### src/rtl/fifo_stream_if.sv
// Signal bundle between the adapter, its upstream read-latency-1 FIFO and the downstream stream sink.
interface fifo_stream_if #(
  parameter int DATA_WIDTH = 32
);
  logic                  fifo_rden;
  logic [DATA_WIDTH-1:0] fifo_rddata;
  logic                  fifo_empty;
  logic                  flush;
  logic                  m_valid;
  logic                  m_ready;
  logic [DATA_WIDTH-1:0] m_data;
  logic                  m_last;
  logic [15:0]           word_cnt;
  logic [15:0]           burst_cnt;
  logic                  busy;

  modport master (
    output fifo_rden,
    input  fifo_rddata, fifo_empty, flush,
    output m_valid,
    input  m_ready,
    output m_data, m_last, word_cnt, burst_cnt, busy
  );

  modport slave (
    input  fifo_rden,
    output fifo_rddata, fifo_empty, flush,
    input  m_valid,
    output m_ready,
    input  m_data, m_last, word_cnt, burst_cnt, busy
  );
endinterface

### src/rtl/fifo_stream_adapter.sv
// Turns a 1-cycle-latency FIFO read port into a valid/ready stream with a 2-entry skid buffer,
// burst framing (m_last), beat/burst counters and a synchronous flush.
module fifo_stream_adapter #(
  parameter int DATA_WIDTH = 32,
  parameter int BURST_LEN  = 8
) (
  input  logic           clk,
  input  logic           rst,
  fifo_stream_if.master  bus
);
  typedef enum logic [1:0] {IDLE, ACTIVE, FLUSH} state_e;

  localparam logic [15:0] LAST_IDX = 16'(BURST_LEN - 1);

  state_e                state_q, state_d;
  logic [1:0]            occ_q, occ_d;
  logic                  inflight_q, inflight_d;
  logic [DATA_WIDTH-1:0] head_q, head_d;
  logic [DATA_WIDTH-1:0] tail_q, tail_d;
  logic [15:0]           beat_idx_q, beat_idx_d;
  logic [15:0]           word_cnt_q, word_cnt_d;
  logic [15:0]           burst_cnt_q, burst_cnt_d;

  logic pop;
  logic capture;
  logic to_head;
  logic at_last;
  logic rden;

  always_comb begin
    // NOTE: every signal driven here gets a default first, so no path can infer a latch.
    state_d     = state_q;
    occ_d       = occ_q;
    head_d      = head_q;
    tail_d      = tail_q;
    beat_idx_d  = beat_idx_q;
    word_cnt_d  = word_cnt_q;
    burst_cnt_d = burst_cnt_q;

    pop     = (occ_q != 2'd0) && bus.m_ready;
    at_last = (beat_idx_q == LAST_IDX);
    // Returning read data is dropped if a flush lands in the same cycle.
    capture = inflight_q && !bus.flush;
    to_head = (occ_q == 2'd0) || ((occ_q == 2'd1) && pop);
    rden    = !rst && !bus.fifo_empty && !bus.flush && (state_q != FLUSH) &&
              (({1'b0, occ_q} + {2'b00, inflight_q} - {2'b00, pop}) < 3'd2);
    inflight_d = rden;

    if (pop) begin
      head_d     = tail_q;
      beat_idx_d = at_last ? 16'd0 : beat_idx_q + 16'd1;
      if (!bus.flush) begin
        word_cnt_d = word_cnt_q + 16'd1;
        if (at_last) burst_cnt_d = burst_cnt_q + 16'd1;
      end
    end

    if (capture) begin
      if (to_head) head_d = bus.fifo_rddata;
      else         tail_d = bus.fifo_rddata;
    end
    occ_d = occ_q - 2'(pop) + 2'(capture);

    if (bus.flush) begin
      occ_d      = 2'd0;
      beat_idx_d = 16'd0;
      state_d    = FLUSH;
    end else if (state_q == FLUSH) begin
      state_d = IDLE;
    end else begin
      state_d = ((occ_d != 2'd0) || inflight_d) ? ACTIVE : IDLE;
    end
  end

  always_ff @(posedge clk) begin
    // NOTE: sequential state uses non-blocking assignment so every flop samples pre-edge values.
    if (rst) begin
      state_q     <= IDLE;
      occ_q       <= 2'd0;
      inflight_q  <= 1'b0;
      // NOTE: the buffer storage is reset too, because m_data is read straight off the head entry.
      head_q      <= '0;
      tail_q      <= '0;
      beat_idx_q  <= 16'd0;
      word_cnt_q  <= 16'd0;
      burst_cnt_q <= 16'd0;
    end else begin
      state_q     <= state_d;
      occ_q       <= occ_d;
      inflight_q  <= inflight_d;
      head_q      <= head_d;
      tail_q      <= tail_d;
      beat_idx_q  <= beat_idx_d;
      word_cnt_q  <= word_cnt_d;
      burst_cnt_q <= burst_cnt_d;
    end
  end

  assign bus.fifo_rden = rden;
  assign bus.m_valid   = (occ_q != 2'd0);
  assign bus.m_data    = head_q;
  assign bus.m_last    = (occ_q != 2'd0) && at_last;
  assign bus.word_cnt  = word_cnt_q;
  assign bus.burst_cnt = burst_cnt_q;
  assign bus.busy      = (occ_q != 2'd0) || inflight_q;
endmodule

### src/flat_wrapper.sv
// flat-port wrapper written by rule: the top's interface ports become plain ports
module fifo_stream_adapter_flat 
#(
  parameter int DATA_WIDTH = 32,
  parameter int BURST_LEN  = 8
)
  (clk, rst, bus_fifo_rden, bus_fifo_rddata, bus_fifo_empty, bus_flush, bus_m_valid, bus_m_ready, bus_m_data, bus_m_last, bus_word_cnt, bus_burst_cnt, bus_busy);
  fifo_stream_if #(.DATA_WIDTH(DATA_WIDTH)) bus_i ();
  input  logic clk;
  input  logic rst;
  output wire logic [$bits(bus_i.fifo_rden)-1:0] bus_fifo_rden;
  input wire logic [$bits(bus_i.fifo_rddata)-1:0] bus_fifo_rddata;
  input wire logic [$bits(bus_i.fifo_empty)-1:0] bus_fifo_empty;
  input wire logic [$bits(bus_i.flush)-1:0] bus_flush;
  output wire logic [$bits(bus_i.m_valid)-1:0] bus_m_valid;
  input wire logic [$bits(bus_i.m_ready)-1:0] bus_m_ready;
  output wire logic [$bits(bus_i.m_data)-1:0] bus_m_data;
  output wire logic [$bits(bus_i.m_last)-1:0] bus_m_last;
  output wire logic [$bits(bus_i.word_cnt)-1:0] bus_word_cnt;
  output wire logic [$bits(bus_i.burst_cnt)-1:0] bus_burst_cnt;
  output wire logic [$bits(bus_i.busy)-1:0] bus_busy;
  assign bus_fifo_rden = bus_i.fifo_rden;
  assign bus_i.fifo_rddata = bus_fifo_rddata;
  assign bus_i.fifo_empty = bus_fifo_empty;
  assign bus_i.flush = bus_flush;
  assign bus_m_valid = bus_i.m_valid;
  assign bus_i.m_ready = bus_m_ready;
  assign bus_m_data = bus_i.m_data;
  assign bus_m_last = bus_i.m_last;
  assign bus_word_cnt = bus_i.word_cnt;
  assign bus_burst_cnt = bus_i.burst_cnt;
  assign bus_busy = bus_i.busy;
  fifo_stream_adapter #(.DATA_WIDTH(DATA_WIDTH), .BURST_LEN(BURST_LEN)) u_core (.clk(clk), .rst(rst), .bus(bus_i));
endmodule
### config.mk
export PLATFORM = sky130hd
export DESIGN_NAME = fifo_stream_adapter_flat
export DESIGN_NICKNAME = d
export VERILOG_FILES = /design/src/rtl/fifo_stream_if.sv /design/src/rtl/fifo_stream_adapter.sv /design/src/flat_wrapper.sv
export SDC_FILE = /design/constraint.sdc
export NUM_CORES = 1
export LEC_CHECK = 0
export CAP_MARGIN = 0
export CORE_ASPECT_RATIO = 0.8
export CORE_MARGIN = 3
export CORE_UTILIZATION = 40
export CTS_CLUSTER_DIAMETER = 30
export DETAILED_ROUTE_END_ITERATION = 12
export MAX_ROUTING_LAYER = met4
export PLACE_DENSITY_LB_ADDON = 0.25
export SETUP_SLACK_MARGIN = 0.15
export SLEW_MARGIN = 20
export SYNTH_ARGS = -nofsm -noshare
export SYNTH_HDL_FRONTEND = slang
export SYNTH_SLANG_ARGS = --single-unit
### constraint.sdc
create_clock -name clk -period 3.45 [get_ports clk]
set_input_delay 0.8625 -clock clk [delete_from_list [all_inputs] [get_ports clk]]
set_output_delay 0.8625 -clock clk [all_outputs]
set_load 0.02 [all_outputs]
# ---- After elaboration in Yosys (flattened, before gate mapping)
# Index checks and enable logic that the tools add are counted.
dict set report word_totals {
  register_bits 117
  input_bits 37
  output_inout_bits 68
  elab_cells 52
}
dict set report classes {
  addsub 7
  order_cmp 1
  n_eq_ne 4
  n_mux 7
  n_bitwise 2
  reduce_logical 22
}
# operator count
set op_table {}
lappend op_table {{$mux W32} 3}
lappend op_table {{$add A16 B1 Y16 const B} 3}
lappend op_table {{$eq A16 B3 Y1 const B} 1}
lappend op_table {{$mux W16} 1}
lappend op_table {{$logic_and A1 B1 Y1} 8}
lappend op_table {{$mux W2} 2}
lappend op_table {{$reduce_and A2 Y1} 2}
lappend op_table {{$reduce_bool A2 Y1} 2}
lappend op_table {{$add A2 B1 Y3} 1}
lappend op_table {{$logic_not A1 Y1} 3}
lappend op_table {{$logic_or A1 B1 Y1} 3}
lappend op_table {{$lt A3 B2 Y1 const B} 1}
lappend op_table {{$reduce_and A3 Y1} 1}
lappend op_table {{$reduce_or A3 Y1} 1}
lappend op_table {{$sub A3 B1 Y3} 1}
lappend op_table {{$add A2 B1 Y2} 1}
lappend op_table {{$eq A2 B1 Y1 const B} 1}
lappend op_table {{$eq A2 B2 Y1 const B} 1}
lappend op_table {{$logic_not A2 Y1} 1}
lappend op_table {{$ne A2 B2 Y1 const B} 1}
lappend op_table {{$not A1 Y1} 2}
lappend op_table {{$reduce_or A2 Y1} 1}
lappend op_table {{$sub A2 B1 Y2} 1}
lappend op_table {{$mux W1} 1}

# ---- Longest topological paths before layout
# Gate-level depths: netlist of run 1.
dict set report depth {
  depth_word 9
  ltp_mapped 11
  ltp_nobuf 9
}

# ---- Least setup slack after synthesis of run 1
# Ideal clock, no wire load.
dict set report synth_path {
  path_kind {input-to-output}
  from {input port bus_m_ready}
  to {output port bus_fifo_rden}
  t_arrival_ns 3.158
  required_ns 2.588
  setup_slack_ns -0.571
  stages 10
  path_buffers 2
  cell_sequence {o21ai_2 > buf_6 > inv_2 > clkbuf_1 > ha_1 > inv_1 > nand2_1 > fa_1 > xor2_1 > nor4b_1}
}
dict set report synth_between {
  elab_chain_len 4
}
# item line_no
set synth_lines {}
lappend synth_lines {{start, declared} flat_wrapper.sv:16} ;# input wire logic [$bits(bus_i.m_ready)-1:0] bus_m_ready;
lappend synth_lines {{$logic_and A1 B1 Y1} fifo_stream_adapter.sv:40} ;# pop = (occ_q != 2'd0) && bus.m_ready;
lappend synth_lines {{via u_core.pop} fifo_stream_adapter.sv:24} ;# logic pop;
lappend synth_lines {{$sub A3 B1 Y3} fifo_stream_adapter.sv:46} ;# (({1'b0, occ_q} + {2'b00, inflight_q} - {2'b00, pop}) < 3'd2);
lappend synth_lines {{$lt A3 B2 Y1} fifo_stream_adapter.sv:46}
lappend synth_lines {{$logic_and A1 B1 Y1} fifo_stream_adapter.sv:45} ;# rden = !rst && !bus.fifo_empty && !bus.flush && (state_q != FLUSH) &&
lappend synth_lines {{end, declared} flat_wrapper.sv:11} ;# output wire logic [$bits(bus_i.fifo_rden)-1:0] bus_fifo_rden;
# The timed path passes the listed nets, and every way through them passes these cells.

# ---- Final worst setup path of run 1
dict set report layout_path {
  from {input port bus_m_ready}
  to {output port bus_fifo_rden}
}
dict set report layout_between {
  elab_chain_len 4
}
# item line_no
set layout_lines {}
lappend layout_lines {{$logic_and A1 B1 Y1} fifo_stream_adapter.sv:40}
lappend layout_lines {{$sub A3 B1 Y3} fifo_stream_adapter.sv:46}
lappend layout_lines {{$lt A3 B2 Y1} fifo_stream_adapter.sv:46}
lappend layout_lines {{$logic_and A1 B1 Y1} fifo_stream_adapter.sv:45}
# No other way between the ends.

==> impl.org, run 1 <==
** Die
- Area of the core :: 12300 um2
- The floorplan step set the die height to 107 um.
- The die covers 14200 um2.
- From left edge to right edge, the die measures 132 um.
- Ports :: 105
- Row count :: 36
- The initial utilization of the core area, before any placement, comes to 41.4%.

** Timing
- Setup repair after global routing could not meet its margin everywhere.
- The total count of hold-check failures in the final report came to 0.
- Setup TNS :: 0 ps
- Period minus WS final :: 3290 ps
- Setup ws final :: 161 ps
- Max Clock Skew :: 8.15 ps
- Worst rel slew slack :: 30.5%
- Number of pins exceeding their max-slew limit in the final report :: 0
- Hold timing on the final database bottoms out at a slack of 452 ps.
- At the pin with the least slew margin, the transition time is 1040 ps.
- F_max :: 0.304 GHz
- In the finished design, the share of the clock period the worst path needs comes to 95.3%.
- Final setup violation count :: 0

** Logic synthesis
- Synthesis warning total :: 0
- Synthesized netlist cell count :: 625
- Post-synth cell types :: 50
- Of the total synthesized cell area, the portion taken by full adders, half adders and majority gates is 1.86%.
- Syn Nets :: 669
- Synth Cell Area :: 5110 um2
- The synthesized netlist devotes 3.77% of its cell area to XOR and XNOR gates.
- FF+latch count, synth :: 117
- The largest total area in the synthesized netlist belongs to sky130_fd_sc_hd__dfxtp_1.
- Of the synthesized area, sequential elements account for 45.9%.
- By area the synthesized netlist is led by sky130_fd_sc_hd__dfxtp_1 46%, sky130_fd_sc_hd__nand2_1 11%, sky130_fd_sc_hd__a21oi_1 5.8%.
- The synthesized design devotes to its leading area cell type 45.9% of total area.
- Mean area per synthesized cell :: 8.17 um2
- The synthesized netlist devotes 27.7% of its cell area to simple gates.
- Multiplexer share of the synthesized area :: 0.441%
- The synthesized netlist devotes 15.7% of its cell area to compound gates.
- By area, the combinational part of the netlist is dominated by simple AND/OR/NAND/NOR gates.

** Route
- After detailed routing, the number of remaining DRC violations is 0.
- After the first detailed-routing iteration, the DRC count stood at 277.
- Total via count after detailed routing :: 4872
- Initial DRT Pass Iterations :: 4
- Using the TritonRoute via totals, the vias-per-cell ratio works out to 5.38.
- Antenna Nets Post-Route :: 0
- Avg WL per Cell :: 14.8 um
- Wires add up to 13400 um.

** Final layout
- The net count of the finished layout is 765.
- Most frequent cells in the layout :: 143 x sky130_fd_sc_hd__nand2_1, 116 x sky130_fd_sc_hd__dfxtp_1, 101 x sky130_fd_sc_hd__clkdlybuf4s50_1
- From synthesis to final layout, the design area changed by 36.6%.
- The library cell used most frequently in the layout, excluding fill and tap cells, is sky130_fd_sc_hd__nand2_1.
- Final core utilization :: 56.5%
- Fraction of layout instances using a drive strength above 1 :: 9.95%

** Worst hold path
- Type of the tightest min-delay check :: register to register
- The startpoint identified for the worst hold timing path is u_core.tail_q[29]$_SDFFE_PP0P_.

** Global routing
- Met3 usage :: 5.25%
- The initial antenna violation count was 1.
- First-pass GRT wire length :: 22200 um
- Most heavily used metal layer in global routing :: met2
- The via count of the first global-routing pass is 4711.
- For this run, the total global-route usage over all layers was measured as 19.5%.
- GR Util met2 :: 30.8%
- Summed over all layers, the global routing overflow is 0.
- In the global route stage, met1 resource usage came out at 24.2%.
- Entering global routing, the biggest net connects 101 pins.

** Critical path
- Logic depth of the worst setup path including buffers :: 10
- Standard cell with the maximum stage delay on the critical path :: sky130_fd_sc_hd__fa_2
- Type of origin of the critical path :: primary input
- Setup slack on the worst reg-to-reg path comes out at 1320 ps.
- Critical path arrival :: 2430 ps
- Worst reg2reg startpoint :: u_core.occ_q[1]$_SDFF_PP0_
- The most critical setup path has its endpoint at bus_fifo_rden.
- Most frequent cell on the critical path :: sky130_fd_sc_hd__inv_4
- The critical path is of the primary input to primary output type.
- The signal on the critical path passes through buf_8, o21ai_4, inv_4, ha_4, inv_4, nand2_4, fa_2, xor2_2, nor4b_4, buf_4.
- CP bufs+invs :: 4
- Cell class contributing the biggest share of worst-path delay :: adder cells
- The worst register-to-register path has a depth of 5.
- In this run the critical register-to-register path is captured at u_core.bus.word_cnt[15]$_SDFFE_PP0P_.
- CP required :: 2590 ps
- Highest fanout seen on the critical path :: 2
- Maximum single-stage delay on the critical path :: 370 ps
- Type of destination of the critical path :: primary output
- Crit path launch :: bus_m_ready

** Clocking
- Clock latency on the worst-skew pair, taken at its later pin, is 400 ps.
- H-Tree Level Count :: 4
- TritonCTS clock tree :: built
- Hold_buf cts :: 0
- Maximum root-to-sink buffer count :: 2
- Num CTS Buffers :: 17
- CTS Sinks :: 117
- After clock tree synthesis, the clock-pin slew on the worst setup and hold paths is 50 ps.
- Root buffer cell :: sky130_fd_sc_hd__clkbuf_16

** Run status
- The flow ran to the end, and the final reports show no timing, DRC or antenna violations.

** Placement
- In this run the tool buffered the top-level ports with 104 buffer cells.
- Worst slack at placement :: -786 ps
- Post-DP HPWL :: 8510 um
- At the end of routability-driven placement, the weighted congestion stood at 0.850.

** Power
- The worst-case IR drop observed on VDD is 0.348 mV.
- Power density relative to cell area :: 481 nW/um2
- The completed layout was analyzed and its total power is 3360 uW.
- Reported leakage power :: 0.00227 uW

** Job
- Max-cap violations :: 0
report_power, final:
part / internal, uW / switching [uW] / total (uW) / leakage, uW
Sequential: 1370 / 8.40 / 1380 / 0.000945
Combinational: 81.6 / 87.3 / 169 / 0.00104
Clock: 1160 / 654 / 1820 / 0.000289
Total: 2610 / 750 / 3360 / 0.00227
layout make-up:
type | instances | area [um2]
clock buffers | 18 | 439
clock inverters | 14 | 178
diodes | 1 | 2.50
repair buffers | 119 | 1170
inverters | 12 | 50.0
multi-input cells | 454 | 2580
fillers | 1129 | 5370
well taps | 171 | 214
flip-flops and latches | 117 | 2340
stage by stage:
stage	area (um2)	std cells
2_1_floorplan	5170	625
3_3_place_gp	6330	871
4_1_cts	6960	904
6_report	6980	906
5_1_grt	6980	906
3_5_place_dp	6330	871
kinds of logic after synthesis:
family	after synthesis
compound gates	123
simple gates	300
fa+ha+maj	7
flops	117
buf+inv	54
xor+xnor	22
mux	2
metal layers:
| metal | wire [um] | up-vias |
|---|---|---|
| li1 | - | 2402 |
| met2 | 6420 | 128 |
| met1 | 6180 | 2326 |
| met3 | 706 | 16 |
| met4 | 139 | 0 |
| met5 | 0 | - |
how the worst min path moves through the flow:
stage                                                end  slack [ps]  depth (start not counted)
after floorplan           u_core.tail_q[29]$_SDFFE_PP0P_         430                          2
after global placement    u_core.tail_q[24]$_SDFFE_PP0P_         440                          2
after detailed placement  u_core.tail_q[24]$_SDFFE_PP0P_         450                          2
after CTS                 u_core.tail_q[29]$_SDFFE_PP0P_         460                          2
after global routing      u_core.tail_q[28]$_SDFFE_PP0P_         470                          2
final                     u_core.tail_q[29]$_SDFFE_PP0P_         450                          2
worst min-delay path, delay by kind of cell, from the launching register on:
| kind | cells | cell delay, ps |
|---|---|---|
| AOI/OAI and AO/OA | 1 | 50 |
| DFF | 1 | 300 |
| and+or+nand+nor | 1 | 50 |
cell usage after synthesis (all sizes together):
| cell type | n |
|---|---|
| nor3 | 5 |
| mux2 | 2 |
| o41ai | 1 |
| nand3 | 13 |
| o21ba | 1 |
| fa | 1 |
| or4b | 3 |
| nand2b | 2 |
| nand2 | 144 |
| ha | 6 |
| and2 | 4 |
| o211ai | 1 |
| a311oi | 32 |
| a21oi | 59 |
| nand3b | 1 |
| and3 | 5 |
| or2 | 2 |
| nor4 | 8 |
| nand4 | 15 |
| or4 | 17 |
| o31ai | 18 |
| buf | 12 |
| inv | 12 |
| nor3b | 1 |
| dfxtp | 117 |
| and3b | 1 |
| xnor2 | 16 |
| clkbuf | 30 |
| or3 | 7 |
| nor2 | 63 |
| o2111ai | 1 |
| nor2b | 4 |
| xor2 | 6 |
| and4bb | 1 |
| nor4b | 2 |
| o21a | 1 |
| o21ai | 9 |
| and4 | 2 |
flip-flops by register name, summed over array words and instances (netlist names):
register / cells
u_core.beat_idx_q: 16
u_core.state_q: 2
u_core.bus.m_data: 32
u_core.inflight_q: 1
u_core.tail_q: 32
u_core.occ_q: 2
u_core.bus.word_cnt: 16
u_core.bus.burst_cnt: 16
what timing repair did:
item	4_1_cts	5_1_grt
setup endpoints to repair	1	1
pin swaps	4	4
gates resized for setup	12	3
buffers inserted	1	1
Note: power is estimated with default switching activity, not from simulation.
==> inputs of run 2 (changes only) <==
CORE_UTILIZATION = 45   (was 40)
GPL_TIMING_DRIVEN = 0   (was not set)
TNS_END_PERCENT = 20   (was not set)
==> run 2 against run 1 <==
Against the previous run:
- the flow now finishes with violations (setup timing)
- wire length rose by 13%
- final area up 2.1%
- utilization up 8.4 points
- clock power increased by 4%
- die area fell by 11%
- first-iteration DRC count increased by 38%
- critical endpoint unchanged
- via count grew 6.4%
- critical path depth up 1
==> impl.org, run 2 (same netlist as run 1, synthesis figures left out) <==
** Global routing
- Initial antenna violation count :: 0
- Total track usage :: 24.6%
- First-pass GRT wire length :: 24400 um
- Entering global routing, the biggest net connects 17 pins.
- The via count of the first global-routing pass is 4909.
- Summed over all layers, the global routing overflow is 0.

** Route
- For this run, the detailed router's first-pass iteration total came to 5.
- Average via count per standard cell :: 5.68
- After detailed routing, the total wire length is 15200 um.
- After detailed routing, the average wire length per cell comes to 16.6 um.
- Total via count after detailed routing :: 5182
- Antenna Nets Post-Route :: 0
- Number of DRC markers in iteration 0 :: 383
- Drc violations :: 0

** Critical path
- The number of buffers and inverters on the critical path is 5.
- Highest fanout seen on the critical path :: 3
- Among all stages on the critical path, the largest delay is contributed by sky130_fd_sc_hd__fa_2.
- The most critical setup path has its startpoint at bus_m_ready.
- On the worst path, the slowest cell contributes a delay of 380 ps.
- For the worst setup path, the data required time is 2590 ps.
- STA puts the critical path data arrival time at 2650 ps.
- Type of origin of the critical path :: primary input
- Sequence of cells on the critical path :: buf_8, o21ai_4, buf_6, inv_8, ha_4, inv_4, nand2_4, fa_2, xor2_2, nor4b_4, buf_4
- Cell class contributing the biggest share of worst-path delay :: adder cells
- The worst register-to-register path begins at u_core.occ_q[0]$_SDFF_PP0_.
- Worst setup path category :: primary input to primary output
- The worst setup path is captured at a primary output.

** Timing
- Final setup violation count :: 1
- Final cycle utilization of the critical path :: 102%
- Setup repair after global routing missed its margin :: true
- Setup ws final :: -57.7 ps
- Number of pins exceeding their max-slew limit in the final report :: 0
- Setup TNS :: -57.7 ps
- F_max :: 0.285 GHz
- Measured against its own limit, the worst slew margin works out to 45.5%.
- Period minus WS final :: 3510 ps
- Final Hold Viols :: 0
- For the final database, setup skew stands at 7.13 ps.
- At the pin with the least slew margin, the transition time is 814 ps.

** Clocking
- TritonCTS built the clock tree.
- Num CTS Buffers :: 17
- Clk pin slew, worst setup/hold paths :: 50 ps
- Clock latency on the worst-skew pair, taken at its later pin, is 420 ps.
- Maximum root-to-sink buffer count :: 2
- Root buffer cell :: sky130_fd_sc_hd__clkbuf_16
- In this run, post-CTS hold repair placed 0 buffers.
- The clock tree synthesis step divided the H-tree into 4 levels.
- CTS Sinks :: 117

** Die
- Initial Util :: 46.5%
- The die is 125 um wide.
- Die boundary height :: 101 um
- The die covers 12700 um2.
- Area of the core :: 11000 um2
- Row count :: 34
- In this run the count of I/O pins placed on the die edge is 105.

** Final layout
- The top cell types in the final layout, fill and taps aside, are 143 x sky130_fd_sc_hd__nand2_1, 116 x sky130_fd_sc_hd__dfxtp_1, 101 x sky130_fd_sc_hd__clkdlybuf4s50_1.
- Post-route standard cell area excluding fillers :: 7130 um2
- The library cell used most frequently in the layout, excluding fill and tap cells, is sky130_fd_sc_hd__nand2_1.
- Fraction of layout instances using a drive strength above 1 :: 9.88%
- Net count, final :: 800
- Antenna fix cells :: 0
- Post-synthesis to final-layout area growth :: 39.5%

** Power
- Peak supply drop :: 0.322 mV
- For this design the static power due to leakage is 0.00234 uW.
- Power spread over the standard cell area amounts to 485 nW/um2.
- After layout, the design draws a total of 3460 uW.

** Run status
- Violated checks :: setup timing
- Status :: finished with violations

** Placement
- Placed instance area :: 6390 um2
- Detailed placement ended at an HPWL of 10400 um.
- Routability-driven placement finished with a final weighted congestion of 0.844.
- Quantity of I/O buffers inserted on ports :: 104

** Worst hold path
- In this run the worst hold path is classified as register to register.
- Worst hold path startpoint :: u_core.tail_q[8]$_SDFFE_PP0P_

** Job
- Max-cap violations :: 0
## run 2: worst reg2reg max path, stage by stage (launching register included)
cell                       delay (ps)
sky130_fd_sc_hd__dfxtp_1          460
sky130_fd_sc_hd__inv_1            190
sky130_fd_sc_hd__o211ai_1         710
sky130_fd_sc_hd__clkbuf_1         450
sky130_fd_sc_hd__nor2_1           100
sky130_fd_sc_hd__a311oi_1         310
## run 2: final timing paths
path | slack, ps | cells past startpoint | to
setup / recovery | -60 | 11 | bus_fifo_rden
hold / removal | 450 | 2 | u_core.tail_q[8]$_SDFFE_PP0P_
setup reg to reg | 1130 | 5 | u_core.bus.m_data[14]$_SDFF_PP0_
hold reg to reg | 450 | 2 | u_core.tail_q[8]$_SDFFE_PP0P_
## run 2: final cells by class
cell class	count	area (um2)
repair buffers	113	1110
plain buffers	41	195
clock inverters	9	148
clock buffers	23	488
inverters	12	55.1
multi-input cells	454	2600
flip-flops and latches	117	2350
fillers	887	3850
well taps	144	180
## run 2: repair_timing
item                                    in CTS  in global routing
pin swaps                                    2                  3
setup buffers                                4                  5
resized for setup                           23                  6
endpoints found under the setup margin       2                  2
## run 2: power breakdown
part / leakage (uW) / total, uW / switching, uW / internal (uW)
registers: 0.000945 / 1380 / 9.16 / 1370
clock network: 0.000313 / 1900 / 621 / 1280
logic: 0.00108 / 182 / 96.4 / 85.9
total: 0.00234 / 3460 / 727 / 2730
## run 2: stage by stage
step | std cells | setup WS [ps] | util [%] | hold WS (ps)
6_report | 913 | -57.7 | 64.9 | 453
5_1_grt | 913 | -126 | 64.9 | 474
4_1_cts | 909 | -124 | 64.6 | 455
3_3_place_gp | 873 | -1240 | 58.2 | 441
2_1_floorplan | 625 | 74.8 | - | 434
3_5_place_dp | 873 | -1280 | 58.2 | 447
## run 2: routing by layer
metal / global-route usage, % / part of all wire (%) / wire length, um
met1: 31.2 / 45 / 6800
met2: 38.9 / 48 / 7220
met3: 5.75 / 5.8 / 885
met4: 8.75 / 1.8 / 266
met5: - / 0 / 0
==> inputs of run 3 (changes only) <==
CORE_ASPECT_RATIO = not set   (was 0.8)
GPL_TIMING_DRIVEN = not set   (was 0)
==> run 3 against run 2 <==
Against the previous run:
- the flow now finishes without violations
- non-clock buffer count is 34 lower
- sequential share of layout area is 1.0 points higher
- worst setup slack better by 240 ps
==> impl.org, run 3 (same netlist as run 1, synthesis figures left out) <==
** Run status
- The flow ran to the end, and the final reports show no timing, DRC or antenna violations.

** Placement
- In this run the tool buffered the top-level ports with 104 buffer cells.
- The HPWL after detailed placement is 8110 um.
- Routability-driven placement finished with a final weighted congestion of 0.803.
- Worst slack at placement :: -796 ps
- After detailed placement, the total cell area comes to 6290 um2.

** Timing
- Max Clock Skew :: 11.7 ps
- Final cycle utilization of the critical path :: 94.8%
- Least-Margin Pin Slew :: 1010 ps
- The number of max-slew violations in the final report was 0.
- Across all hold checks on the routed design, the worst slack comes to 454 ps.
- Setup ws final :: 181 ps
- Worst rel slew slack :: 33.0%
- Setup violations remaining at the end of the flow were counted as 0.
- The total count of hold-check failures in the final report was 0.
- Setup repair after global routing missed its margin :: true
- Timing would allow up to 0.306 GHz.
- The worst path in the final design needs a cycle of 3270 ps, including I/O delays and setup.

** Power
- In this run, the clock network consumes 53.1% of the power.
- Power density relative to cell area :: 477 nW/um2
- Summed over all nets, the switching power comes to 733 uW.
- Sequential Power Share :: 41.8%
- Switch share :: 22.3%
- Cell Int Power :: 2560 uW
- Reported leakage power :: 0.00225 uW
- Peak supply drop :: 0.341 mV
- Of the total power, combinational logic draws 5.1%.

** Die
- Die boundary height :: 113 um
- Once the floorplan was initialized, standard cells occupied 46.5% of the core.
- The die covers 12700 um2.
- Die W :: 113 um
- Pin placement for this block handled 105 I/O pins.
- Area of the core :: 11000 um2
- The initialized floorplan defines 38 standard-cell rows.

** Final layout
- In the final layout, the multi-input gates occupy 2580 um2.
- Post-route standard cell area excluding fillers :: 6900 um2
- The final layout contains 766 nets.
- Number of filler cells placed in the layout :: 916
- Most frequent cells in the layout :: 143 x sky130_fd_sc_hd__nand2_1, 117 x sky130_fd_sc_hd__dfxtp_1, 101 x sky130_fd_sc_hd__clkdlybuf4s50_1
- Across the whole layout, storage elements account for 2340 um2.
- Compared with the post-synthesis result, the final layout area differs by 35.1%.
- Fraction of layout instances using a drive strength above 1 :: 9.93%
- Leaving out fill and tap cells, the most frequent cell in the layout is sky130_fd_sc_hd__nand2_1.
- The number of antenna diodes in the final layout is 0.

** Job
- Max-cap violations :: 0

** Clocking
- In this run the deepest clock path goes through 2 buffers.
- In this run the clock root is driven by a sky130_fd_sc_hd__clkbuf_16.
- Clock latency on the worst-skew pair, taken at its later pin, is 400 ps.
- Num CTS Buffers :: 17
- The H-tree was split into 4 levels.
- Hold_buf cts :: 0
- Clk pin slew, worst setup/hold paths :: 60 ps
- TritonCTS clock tree :: built
- CTS Sinks :: 117

** Global routing
- The first global-routing pass estimated 21800 um of wire.
- Initial antenna violation count :: 0
- Global routing consumed, over all layers together, 21.1% of the routing resources.
- The via count of the first global-routing pass was 4722.
- Entering global routing, the biggest net connects 101 pins.
- Congestion Overflow GR :: 0

** Route
- Drc violations :: 0
- The detailed router placed 4849 vias in this run.
- Average via count per standard cell :: 5.54
- Antenna Nets Post-Route :: 0
- Avg WL per Cell :: 14.7 um
- The routed design has 12900 um of wire.
- The pre-antenna-repair detailed-routing pass consisted of 5 iterations.
- Number of DRC markers in iteration 0 :: 243

** Critical path
- The startpoint identified for the worst register-to-register timing path is u_core.occ_q[0]$_SDFF_PP0_.
- Crit path launch :: bus_m_ready
- Counting cells, the worst reg-to-reg path comes to 6.
- Data arrives at the worst endpoint at 2410 ps.
- Type of origin of the critical path :: primary input
- R2r setup slk :: 1180 ps
- RR Endpoint :: u_core.bus.burst_cnt[14]$_SDFFE_PP0P_
- CP required :: 2590 ps
- The worst setup path is of the primary input to primary output kind.
- Of all nets on the critical path, the largest fanout is 2.
- STA classifies the critical path endpoint as a primary output.

** Worst hold path
- Worst hold path startpoint :: u_core.tail_q[4]$_SDFFE_PP0P_
- The min-delay analysis places its worst path in the category register to register.
- Along the worst hold path, the cell count comes to 2.
- For hold timing, the worst endpoint is u_core.tail_q[4]$_SDFFE_PP0P_.
-- run 3: cell count changes in the layout (fill, tap and decap cells not counted), sizes merged --
cell / before / now
clkinv: 4 / 6
clkinvlp: 1 / 3
clkbuf: 52 / 19
inv: 12 / 14
buf: 23 / 19
clkdlybuf4s15: 1 / 0
bufinv: 4 / 2
-- run 3: worst max-delay path by stage --
stage,endpoint,slack (ps),cells past startpoint
after floorplan,bus_fifo_rden,70,10
after global placement,bus_fifo_rden,-700,10
after detailed placement,bus_fifo_rden,-800,10
after CTS,bus_fifo_rden,170,10
after global routing,bus_fifo_rden,80,10
final,bus_fifo_rden,180,10
-- run 3: worst max-delay path: stages --
cell and delay [ps]:
sky130_fd_sc_hd__buf_2 120, sky130_fd_sc_hd__o21ai_4 70, sky130_fd_sc_hd__inv_4 50, sky130_fd_sc_hd__ha_4 210
sky130_fd_sc_hd__inv_2 60, sky130_fd_sc_hd__nand2_2 50, sky130_fd_sc_hd__fa_2 350, sky130_fd_sc_hd__xor2_2 170
sky130_fd_sc_hd__nor4b_4 280, sky130_fd_sc_hd__buf_4 190
-- run 3: power groups by stage --
stage                     sequential (uW)  clock (uW)  combinational, uW
final                                1380        1750                167
after detailed placement             1400           0                167
after CTS                            1380        1770                168
after global placement               1400           0                164
after global routing                 1380        1830                180
after floorplan                      1420           0               59.4
-- run 3: routing by layer --
| layer | wire (um) | track usage (%) |
|---|---|---|
| met5 | 0 | - |
| met4 | 108 | 6.17 |
| met1 | 5840 | 26.7 |
| met3 | 630 | 4.58 |
| met2 | 6290 | 34.2 |
-- run 3: what timing repair did --
| action | 4_1_cts | 5_1_grt |
|---|---|---|
| resized for setup | 9 | 0 |
| pin swaps | 2 | 0 |
| gates cloned | 0 | 0 |
| setup buffers | 2 | 0 |
| setup endpoints to repair | 1 | 1 |
-- run 3: area by class of cell --
type	instances	area share (%)
clock buffer	19	6.57
clock inverter	13	2.16
inverter	12	0.689
multi-input combinational	454	37.4
sequential	117	34.0
tap	140	2.54
timing repair buffer	120	16.7
-- run 3: metrics by stage --
stage               cells  utilization [%]  TNS (ps)  power, uW
global route          875             62.8         0       3390
detailed placement    841             57.2      -796       1570
finish                875             62.8         0       3290
floorplan             625                -         0       1480
CTS                   875             62.8         0       3320
global placement      841             57.2      -696       1570
